## config.mk

```make
export PLATFORM = sky130hd
export DESIGN_NAME = sram_arbiter
export DESIGN_NICKNAME = d
export VERILOG_FILES = /design/src/rtl/sram_arbiter_pkg.sv /design/src/rtl/sram_arb_prio.sv /design/src/rtl/sram_arbiter.sv
export SDC_FILE = /design/constraint.sdc
export NUM_CORES = 1
export LEC_CHECK = 0
export BUFFER_PORTS_ARGS = -buffer_cell sky130_fd_sc_hd__buf_4
export CAP_MARGIN = 20
export CORE_ASPECT_RATIO = 0.9
export CORE_MARGIN = 3
export CORE_UTILIZATION = 43
export DETAILED_ROUTE_END_ITERATION = 8
export PLACE_DENSITY_LB_ADDON = 0.08
export SLEW_MARGIN = 30
export SYNTH_ARGS = -nofsm -noshare
export SYNTH_HDL_FRONTEND = slang
export SYNTH_SLANG_ARGS = --single-unit
```

## constraint.sdc

```tcl
create_clock -name clk -period 2.2 [get_ports clk]
set_clock_uncertainty 0.15 [all_clocks]
set_input_delay 0 -clock clk [delete_from_list [all_inputs] [get_ports clk]]
set_output_delay 0 -clock clk [all_outputs]
set_load 0.02 [all_outputs]
```

## src/rtl/sram_arbiter_pkg.sv

```systemverilog
// sram_arbiter shared types.
// Port IDs and the return-pipeline tag record.
package sram_arbiter_pkg;

  typedef enum logic {
    PORT_A = 1'b0,
    PORT_B = 1'b1
  } port_e;

  typedef struct packed {
    logic  valid;
    port_e port;
    logic  is_read;
  } tag_t;

  localparam int CNT_W = 8;

endpackage

```

## src/rtl/sram_arb_prio.sv

```systemverilog
// Grant logic for sram_arbiter.
// A wins by default; B wins once it has waited STARVE_LIMIT cycles.
module sram_arb_prio #(
  parameter int STARVE_LIMIT = 15
) (
  input  logic clk,
  input  logic reset_n,
  input  logic a_req,
  input  logic b_req,
  output logic a_gnt,
  output logic b_gnt
);
  import sram_arbiter_pkg::*;

  localparam logic [CNT_W-1:0] LIMIT =
    CNT_W'(STARVE_LIMIT);

  logic [CNT_W-1:0] starve_cnt;
  logic             starved;

  always_comb begin
    starved = b_req && (starve_cnt == LIMIT);
    b_gnt   = b_req && (!a_req || starved);
    a_gnt   = a_req && !b_gnt;
  end

  always_ff @(posedge clk or negedge reset_n) begin
    if (!reset_n) begin
      starve_cnt <= '0;
    end else if (!b_req || b_gnt) begin
      starve_cnt <= '0;
    end else if (starve_cnt != LIMIT) begin
      starve_cnt <= starve_cnt + 1'b1;
    end
  end

endmodule

```

## src/rtl/sram_arbiter.sv

```systemverilog
// Two-port arbiter in front of a single-port SRAM.
// Issue registers plus a 2-deep tag pipe routing read data.
module sram_arbiter #(
  parameter int DATA_WIDTH   = 8,
  parameter int ADDR_WIDTH   = 16,
  parameter int STARVE_LIMIT = 15
) (
  input  logic                  clk,
  input  logic                  reset_n,
  input  logic                  a_req,
  input  logic                  a_we,
  input  logic [ADDR_WIDTH-1:0] a_addr,
  input  logic [DATA_WIDTH-1:0] a_wdata,
  input  logic                  b_req,
  input  logic                  b_we,
  input  logic [ADDR_WIDTH-1:0] b_addr,
  input  logic [DATA_WIDTH-1:0] b_wdata,
  output logic                  a_gnt,
  output logic                  b_gnt,
  output logic                  a_rvalid,
  output logic                  b_rvalid,
  output logic [DATA_WIDTH-1:0] a_rdata,
  output logic [DATA_WIDTH-1:0] b_rdata,
  output logic                  sram_en,
  output logic                  sram_we,
  output logic [ADDR_WIDTH-1:0] sram_addr,
  output logic [DATA_WIDTH-1:0] sram_wdata,
  input  logic [DATA_WIDTH-1:0] sram_rdata
);
  import sram_arbiter_pkg::*;

  logic                  accept;
  port_e                 sel;
  logic                  sel_we;
  logic [ADDR_WIDTH-1:0] sel_addr;
  logic [DATA_WIDTH-1:0] sel_wdata;
  tag_t                  issue_tag;
  tag_t                  tag0;
  tag_t                  tag1;

  sram_arb_prio #(
    .STARVE_LIMIT(STARVE_LIMIT)
  ) u_prio (
    .clk    (clk),
    .reset_n(reset_n),
    .a_req  (a_req),
    .b_req  (b_req),
    .a_gnt  (a_gnt),
    .b_gnt  (b_gnt)
  );

  always_comb begin
    accept            = a_gnt || b_gnt;
    sel               = b_gnt ? PORT_B : PORT_A;
    sel_we            = b_gnt ? b_we : a_we;
    sel_addr          = b_gnt ? b_addr : a_addr;
    sel_wdata         = b_gnt ? b_wdata : a_wdata;
    issue_tag.valid   = accept;
    issue_tag.port    = sel;
    issue_tag.is_read = accept && !sel_we;
  end

  // Address and data hold across idle cycles.
  always_ff @(posedge clk or negedge reset_n) begin
    if (!reset_n) begin
      sram_en    <= 1'b0;
      sram_we    <= 1'b0;
      sram_addr  <= '0;
      sram_wdata <= '0;
      tag0       <= '0;
      tag1       <= '0;
    end else begin
      sram_en <= accept;
      sram_we <= accept && sel_we;
      if (accept) begin
        sram_addr  <= sel_addr;
        sram_wdata <= sel_wdata;
      end
      tag0 <= issue_tag;
      tag1 <= tag0;
    end
  end

  always_comb begin
    a_rvalid = tag1.valid && tag1.is_read
            && (tag1.port == PORT_A);
    b_rvalid = tag1.valid && tag1.is_read
            && (tag1.port == PORT_B);
    a_rdata  = sram_rdata;
    b_rdata  = sram_rdata;
  end

endmodule

```

==> flow_summary.ini, run 1 <==
[synth]
syn_avg_cell_area_um2 = 11.9
synth_nets = 216
synthArstFlopShare_pct = 100
ys.flop_type = dfrtp_1
postSynthCellCount = 153
synth.distinct_cells = 25
ys_warn_count = 0
synth_edf_count = 0
synth_top_area_share_pct = 53.4
synth_area_um2 = 1830
synth_area_leaders = dfrtp_1, a221o_1, and2_1, buf_4, nor2_1
synth_top_area_cell = dfrtp_1
synth-seq-cells = 39
ys_seq_area_share_pct = 53.4

[clock_tree]
cts-root-buf = clkbuf_8
cts.htree.levels = 2
cts_tree = yes
clkLatencyLatePin_ps = 280
cts_made_buffers = 5
cts_sinks = 39
cts_buffer_depth = 2
cts_resized = 0
clk_pin_slew_ps = 70

[placement]
place.gp.congestion = 0.817
portBuffers = 83
dpl.hpwl_um = 3350
postPlaceCellArea_um2 = 2390

[final_layout]
fin_area_um2 = 3100
multi_input_area_um2 = 677
area_delta_synth_final_pct = 69.6
regArea_um2 = 976
fillerInstances = 232
drive_gt1_share_pct = 33.3
fin_nets = 353
diodes = 0

[die]
die_w_um = 74.7
die_y_um = 67.8
core_area_um2 = 3890
ioPinCount = 108
row_count = 21
die-area_um2 = 5070
start_util_pct = 47.0

[power_and_ir_drop]
p_leak_nw = 1.48
ir_drop_mv = 0.403
power_density_nw_per_um2 = 553

[drt]
routed_wl_um = 5870
drtPass1Iterations = 4
drc = 0
first_iter_violations = 111
ant_nets = 0
via_per_inst = 5.27
routedWlPerCell_um = 17.4
vias = 1775

[critical_path]
critPathLaunchType = flop
crit_arrival_ps = 1770
critPathMaxStageDelay_ps = 400
required_ps = 2050
crit_type = flop to output port
slowest_stage = dfrtp_1
path_max_fanout = 13
crit_top_cell = buf_4
cp-end-kind = output port
worstPathCellList = ha_1, and4bb_1, a21boi_4, buf_4, buf_4

[grt]
overflow = 0
grt_pass1_wl_um = 9120
grt_use_total_pct = 24.1
antenna_found_initial = 0
grt_max_degree = 40
grt_pass1_vias = 1886

[sta]
hold_violations = 0
post-route-period-util_pct = 87.5
rsz0062_at_grt = false
final_max_slew_viol_count = 0
fin_setup_tns_ps = 0
tightest_slew_ps = 494
slew_headroom_pct = 66.9
max_freq_mhz = 519
fin_crit_ps = 1920
setup_violations = 0

[run_status]
outcome = completed

[worst_hold_path]
hold_class = primary input to asynchronous set/reset pin

[flow_run]
maxCapViolCount = 0
## area by class of cell
cell class / instances / share of cell area, %
Clock buffer: 7 / 2.46
Sequential cell: 39 / 31.5
Inverter: 2 / 0.242
Timing Repair Buffer: 152 / 41.9
Tap cell: 46 / 1.86
Clock inverter: 1 / 0.162
Multi-Input combinational cell: 90 / 21.8
## timing repair
| action | CTS | global route |
|---|---|---|
| endpoints found under the hold margin | 83 | 0 |
| endpoints found under the setup margin | 0 | 0 |
| setup buffers | 0 | 0 |
| hold buffers | 63 | 0 |
## routing by layer
| metal | GRT usage, % | up-vias | routed length, um | share of wire (%) |
|---|---|---|---|---|
| met5 | 0 | - | 0 | 0 |
| met2 | 41.0 | 93 | 2910 | 50 |
| met4 | 6.67 | 0 | 73 | 1.2 |
| met3 | 7.49 | 8 | 451 | 7.7 |
| met1 | 29.7 | 855 | 2440 | 41 |
| li1 | - | 819 | - | - |
## worst paths after layout
path | end | slack [ps] | startpoint | cells after the start
worst max register to register | sram_we | 280 | u_prio.starve_cnt[0] | 5
worst min-delay path | tag1[2] | 70 | reset_n | 2
worst min register to register | tag1[1] | 200 | tag0[1] | 0
worst max-delay path | a_gnt | 280 | u_prio.starve_cnt[0] | 5
max in group asynchronous | tag0[2] | 1490 | reset_n | 2
min in group clk | tag1[1] | 200 | tag0[1] | 0
## synthesized netlist by cell type (3+ instances only)
cell type	count
xor2_1	3
nand3_1	3
buf_4	18
a221o_1	24
or3_1	3
nand2_1	3
nor2_1	7
a21oi_1	3
dfrtp_1	39
and2_1	24
and3_1	3
o211ai_1	3
o21ai_0	3
## kinds of logic (layout without fill, tap and decap cells)
logic type	count (synthesis)	count (layout)	share of synthesized area (%)
XOR/XNOR	3	3	1.44
buffers and inverters	24	162	9.52
flip-flops	39	39	53.4
AO/OA/AOI/OAI	35	35	17.5
adder cells (fa/ha/maj)	1	1	0.685
AND/OR/NAND/NOR	50	50	16.8
multiplexers	1	1	0.616
## worst max-delay path, delay by kind of cell (launching register included)
| kind | cells | cell delay [ps] |
|---|---|---|
| flip-flops | 1 | 400 |
| AND/OR/NAND/NOR | 1 | 270 |
| adder cells (fa/ha/maj) | 1 | 260 |
| buffers and inverters | 2 | 400 |
| AO/OA/AOI/OAI | 1 | 150 |
## metrics by stage
step / cells / setup slack (ps) / hold slack [ps] / power [mW] / util [%]
after floorplan: 153 / 495 / -446 / 0.992 / -
after global placement: 266 / 427 / -158 / 1.14 / 61.4
after global routing: 337 / 115 / 117 / 1.78 / 79.7
after detailed placement: 266 / 351 / -150 / 1.14 / 61.4
after CTS: 337 / 262 / 88.4 / 1.71 / 79.7
final: 337 / 275 / 74.6 / 1.71 / 79.7
## state kept, by name, indices dropped and copies added (netlist names)
register / flops
sram_addr: 16
sram_wdata: 8
sram_we: 1
tag0: 3
tag1: 3
u_prio.starve_cnt: 8
## cells in the final DEF (no fill, tap or decap), drive strengths merged, types with 2 or more instances in the layout
cell type,instances
a221o,24
or3,3
nor2,7
and2,24
dfrtp,39
nand3,3
a21oi,3
o211ai,3
nand4,2
nand2,3
and3,3
inv,2
dlygate4sd3,63
and4bb,2
o21ai,4
clkbuf,7
xor2,3
nand4bb,2
buf,89
## power breakdown
group	internal, mW	switching [mW]	total [mW]
logic	0.247	0.207	0.454
registers	0.768	0.0302	0.798
clock network	0.222	0.238	0.460
Power figures use the tool's default switching activity.
==> inputs of run 2 (changes only) <==
--- a/config.mk
+++ b/config.mk
@@ -5,11 +5,12 @@
 export SDC_FILE = /design/constraint.sdc
 export NUM_CORES = 1
 export LEC_CHECK = 0
+export ABC_AREA = 1
 export BUFFER_PORTS_ARGS = -buffer_cell sky130_fd_sc_hd__buf_4
 export CAP_MARGIN = 20
 export CORE_ASPECT_RATIO = 0.9
 export CORE_MARGIN = 3
-export CORE_UTILIZATION = 43
+export CORE_UTILIZATION = 45
 export DETAILED_ROUTE_END_ITERATION = 8
 export PLACE_DENSITY_LB_ADDON = 0.08
 export SLEW_MARGIN = 30
==> run 2 against run 1 <==
Compared with the run above: synthesized cell count grew 80%; design area grew 10%; wire length grew 3.3%; non-clock buffer count shrank 4; synthesized area grew 16%; die area grew 9.9%; first-iteration DRC count grew 0.90%; fmax shrank 5.8%; sequential cell count is the same; largest power group unchanged.
==> flow_summary.ini, run 2 <==
[run_status]
outcome = completed

[grt]
grt_use_total_pct = 22.7
overflow = 0
antenna_found_initial = 0
grt_pass1_vias = 2198
grt_pass1_wl_um = 10200
grt_max_degree = 40

[sta]
tightest_slew_ps = 508
fin_ws_ps = 158
max_freq_mhz = 490
post-route-period-util_pct = 92.8
fin_setup_tns_ps = 0
setup_violations = 0
final_max_slew_viol_count = 0
fin_crit_ps = 2040
rsz0062_at_grt = false
slew_headroom_pct = 66.1
hold_violations = 0

[clock_tree]
clk_pin_slew_ps = 80
cts_made_buffers = 5
cts_tree = yes
cts-root-buf = clkbuf_8
cts.htree.levels = 2
clkLatencyLatePin_ps = 290
cts_buffer_depth = 2
cts_sinks = 39

[placement]
pre_cts_ws_ps = 397
dpl.hpwl_um = 3430
postPlaceCellArea_um2 = 2640
portBuffers = 83
place.gp.congestion = 0.795

[drt]
drtPass1Iterations = 4
via_per_inst = 4.57
vias = 2134
routed_wl_um = 6060
routedWlPerCell_um = 13.0
first_iter_violations = 112
ant_nets = 0
drc = 0

[die]
die_y_um = 71.1
row_count = 23
die-area_um2 = 5570
ioPinCount = 108
die_w_um = 78.3
start_util_pct = 47.2
core_area_um2 = 4490

[power_and_ir_drop]
ir_drop_mv = 0.457
p_leak_nw = 1.77
power_density_nw_per_um2 = 549
power_mw = 1.87

[critical_path]
crit_start = b_req
cp-end-kind = flop
r2r_cells = 8
critPathLaunchType = primary input
reg2reg_from = u_prio.starve_cnt[0]
crit_type = primary input to flop
crit_path_end = sram_addr[3]
r2r_end = sram_wdata[2]
crit_arrival_ps = 2120
regToRegSetupSlack_ps = 160
path_max_fanout = 31
required_ps = 2270

[synth]
synthTopCellsByCount = nand2_1, nand3_1, nor2_1
ys_warn_count = 0
synthArstFlopShare_pct = 100
synth.distinct_cells = 23
synth_edf_count = 0
synth-seq-cells = 39
synth_nets = 339
ys_seq_area_share_pct = 46.0
synth_top_area_share_pct = 46.0
syn_avg_cell_area_um2 = 7.68
synth_area_leaders = dfrtp_1, nand3_1, nand2_1, nor2_1, inv_1
synth_top_area_cell = dfrtp_1
ys.flop_type = dfrtp_1
synth.most_common_cell = nand2_1
postSynthCellCount = 276
synth_area_um2 = 2120

[final_layout]
multi_input_area_um2 = 830
fin_nets = 467
largest_register = sram_addr
largestRegisters = sram_addr x16, sram_wdata x8, u_prio.starve_cnt x8
area_delta_synth_final_pct = 60.7
regArea_um2 = 976
final_common_cell = buf_4
diodes = 0
drive_gt1_share_pct = 27.4
fin_area_um2 = 3410
fillerInstances = 345
utilization_pct = 75.9
largest_reg_flops = 16
mostFrequentLayoutCells = buf_4, nand2_1, dlygate4sd3_1

[flow_run]
maxCapViolCount = 0

[worst_hold_path]
hold_class = primary input to flop
## run 2: worst min path at each step
stage | from | endpoint | slack (ps) | cells after the start
6_report | a_req | sram_wdata[3] | 70 | 4
2_1_floorplan | reset_n | sram_addr[0] | -450 | 0
3_5_place_dp | reset_n | sram_addr[8] | -150 | 1
3_3_place_gp | reset_n | tag1[1] | -150 | 1
4_1_cts | a_req | tag0[2] | 50 | 4
5_1_grt | a_req | sram_wdata[4] | 90 | 4
## run 2: critical path, cell delays in order
cell	delay, ps
dlygate4sd3_1	530
buf_4	350
inv_2	70
nor3_2	140
nand2_2	120
nand2_8	140
nand3_1	100
nand3_1	110
dlygate4sd3_1	550
## run 2: power breakdown
group | switching, mW | internal [mW]
combinational | 0.262 | 0.269
sequential | 0.0313 | 0.774
clock | 0.250 | 0.285
## run 2: logic make-up (layout without fill, tap and decap cells)
logic type	Yosys count	after routing	synth area share (%)
and+or+nand+nor	164	165	34.1
buffers and inverters	67	195	17.1
DFF	39	39	46.0
AOI/OAI and AO/OA	3	3	1.36
xor gates and xnor gates	2	2	0.827
adders and majority gates	1	1	0.590
## run 2: per-layer routing
metal	track usage (%)	wire, um
met1	28.8	2530
met2	38.5	2990
met3	6.49	468
met4	5.05	74
met5	0	0
## run 2: through the flow
step | hold WS (ps) | instances
finish | 72.1 | 467
CTS | 47.4 | 464
global route | 90.7 | 467
global placement | -150 | 396
floorplan | -446 | 276
detailed placement | -150 | 396
## run 2: what timing repair did
| item | CTS | global route |
|---|---|---|
| setup buffers | 0 | 2 |
| setup endpoints to repair | 0 | 14 |
| hold buffers | 60 | 0 |
| endpoints found under the hold margin | 82 | 0 |
| gates resized for setup | 0 | 6 |
## run 2: layout make-up
class / instances / share of cell area, %
Clock buffer: 7 / 2.83
Multi-Input combinational cell: 171 / 24.3
Inverter: 39 / 4.30
Timing Repair Buffer: 148 / 37.4
Clock inverter: 1 / 0.220
Tap cell: 62 / 2.28
Sequential cell: 39 / 28.6
==> inputs of run 3 (changes only) <==
--- a/config.mk
+++ b/config.mk
@@ -8,10 +8,11 @@
 export ABC_AREA = 1
 export BUFFER_PORTS_ARGS = -buffer_cell sky130_fd_sc_hd__buf_4
 export CAP_MARGIN = 20
-export CORE_ASPECT_RATIO = 0.9
+export CORE_ASPECT_RATIO = 1.5
 export CORE_MARGIN = 3
 export CORE_UTILIZATION = 45
 export DETAILED_ROUTE_END_ITERATION = 8
+export HOLD_SLACK_MARGIN = 0.06
 export PLACE_DENSITY_LB_ADDON = 0.08
 export SLEW_MARGIN = 30
 export SYNTH_ARGS = -nofsm -noshare
==> run 3 against run 2 <==
Compared with the run above: combinational power up 3%; sequential power about the same; critical path depth shrank 1; design area increased by 7.2%; register-to-register slack lost 50 ps; via count increased by 11%; non-clock buffer count rose by 21; largest cell class unchanged; largest power group unchanged; highest routed layer unchanged.
==> flow_summary.ini, run 3 (synthesized netlist as in run 2, its figures left out) <==
[run_status]
outcome = completed

[die]
die-area_um2 = 5590
core_area_um2 = 4540
die_w_um = 62.0
row_count = 30
die_y_um = 90.1
ioPinCount = 108
start_util_pct = 46.7

[drt]
routed_wl_um = 7120
drtPass1Iterations = 4
vias = 2374
via_per_inst = 4.84
drc = 0
routedWlPerCell_um = 14.5
first_iter_violations = 161
ant_nets = 0

[grt]
overflow = 0
grt_max_degree = 52
grt_pass1_wl_um = 10700
grt_pass1_vias = 2387
antenna_found_initial = 0
grt_use_total_pct = 25.2

[placement]
dp_cells = 398
pre_cts_ws_ps = 497
dpl.hpwl_um = 3590
portBuffers = 83
place.gp.congestion = 0.900
postPlaceCellArea_um2 = 2640

[final_layout]
area_delta_synth_final_pct = 72.3
fin_nets = 489
largest_reg_flops = 16
fillerInstances = 325
fin_area_um2 = 3650
final_common_cell = buf_4
mostFrequentLayoutCells = buf_4, dlygate4sd3_1, nand2_1
drive_gt1_share_pct = 25.8
diodes = 0
finalNonFillerCells = 491
utilization_pct = 80.4
largestRegisters = sram_addr x16, sram_wdata x8, u_prio.starve_cnt x8
largest_register = sram_addr

[power_and_ir_drop]
power_frac_comb_pct = 27.8
p_leak_nw = 1.83
ir_drop_mv = 0.516
switching_share_pct = 28.5
power_frac_clock_pct = 31.4
p_seq_share_pct = 40.8
switchingPower_mw = 0.563
power_density_nw_per_um2 = 541
p_int_mw = 1.41

[clock_tree]
cts-root-buf = clkbuf_8
clkLatencyLatePin_ps = 290
cts.htree.levels = 2
clk_pin_slew_ps = 80
cts_tree = yes
cts_setup_buffers = 0
cts_made_buffers = 5
cts_sinks = 39
cts_buffer_depth = 2

[critical_path]
r2r_cells = 8
crit_arrival_ps = 2170
critPathLaunchType = flop
regToRegSetupSlack_ps = 110
reg2reg_from = u_prio.starve_cnt[0]
cp-end-kind = flop
path_max_fanout = 13
required_ps = 2280
crit_type = flop to flop
r2r_end = sram_addr[8]

[sta]
final_max_slew_viol_count = 0
setup_violations = 0
max_freq_mhz = 479
fin_crit_ps = 2090
fin_ws_ps = 111
slew_headroom_pct = 65.9
tightest_slew_ps = 511
post-route-period-util_pct = 95.0
hold_violations = 0

[flow_run]
maxCapViolCount = 0

[worst_hold_path]
hold_class = primary input to asynchronous set/reset pin
## run 3: cell type report
cell class	instances	area [um2]	area share [%]
Tap cell	64	80.1	2.19
Clock inverter	2	35.0	0.960
Inverter	39	146	4.01
Timing Repair Buffer	169	1480	40.5
Clock buffer	6	82.6	2.26
Sequential cell	39	976	26.7
Multi-Input combinational cell	172	851	23.3
## run 3: worst max-delay path by stage
stage / cells after the start / start / to
global placement: 8 / u_prio.starve_cnt[0] / u_prio.starve_cnt[7]
floorplan: 6 / u_prio.starve_cnt[0] / tag0[1]
global route: 8 / u_prio.starve_cnt[0] / sram_addr[7]
CTS: 8 / u_prio.starve_cnt[0] / sram_wdata[2]
detailed placement: 8 / u_prio.starve_cnt[0] / u_prio.starve_cnt[7]
finish: 8 / u_prio.starve_cnt[0] / sram_addr[8]
## run 3: per-stage QoR
step	hold slack, ps	power, mW	setup TNS (ps)
2_1_floorplan	-446	1.05	0
3_3_place_gp	-150	1.21	0
3_5_place_dp	-150	1.21	0
4_1_cts	78.3	1.96	0
5_1_grt	82.7	2.06	-3.16
6_report	66.3	1.98	0
## run 3: repair_timing
action	in CTS	in global routing
setup endpoints to repair	0	24
resized for setup	0	8
endpoints found under the hold margin	83	0
hold buffers	83	0
## run 3: layer usage
layer / routed length, um / global-route usage, %
met5: 0 / 0
met4: 199 / 10.4
met3: 416 / 4.74
met2: 4010 / 44.5
met1: 2490 / 27.6
## run 3: critical path, stage by stage, from the launching register on
cell and delay (ps):
dfrtp_1 380, ha_2 210, nand3_2 110, nor2_2 150, nand2_4 140, nand2_8 160, nand3_1 80, dlygate4sd3_1 580
nand3_1 90
## run 3: power groups by stage
stage | clock (mW) | combinational (mW) | sequential [mW]
6_report | 0.621 | 0.549 | 0.805
5_1_grt | 0.658 | 0.593 | 0.810
4_1_cts | 0.628 | 0.528 | 0.803
3_5_place_dp | 0 | 0.394 | 0.817
3_3_place_gp | 0 | 0.391 | 0.815
2_1_floorplan | 0 | 0.176 | 0.878
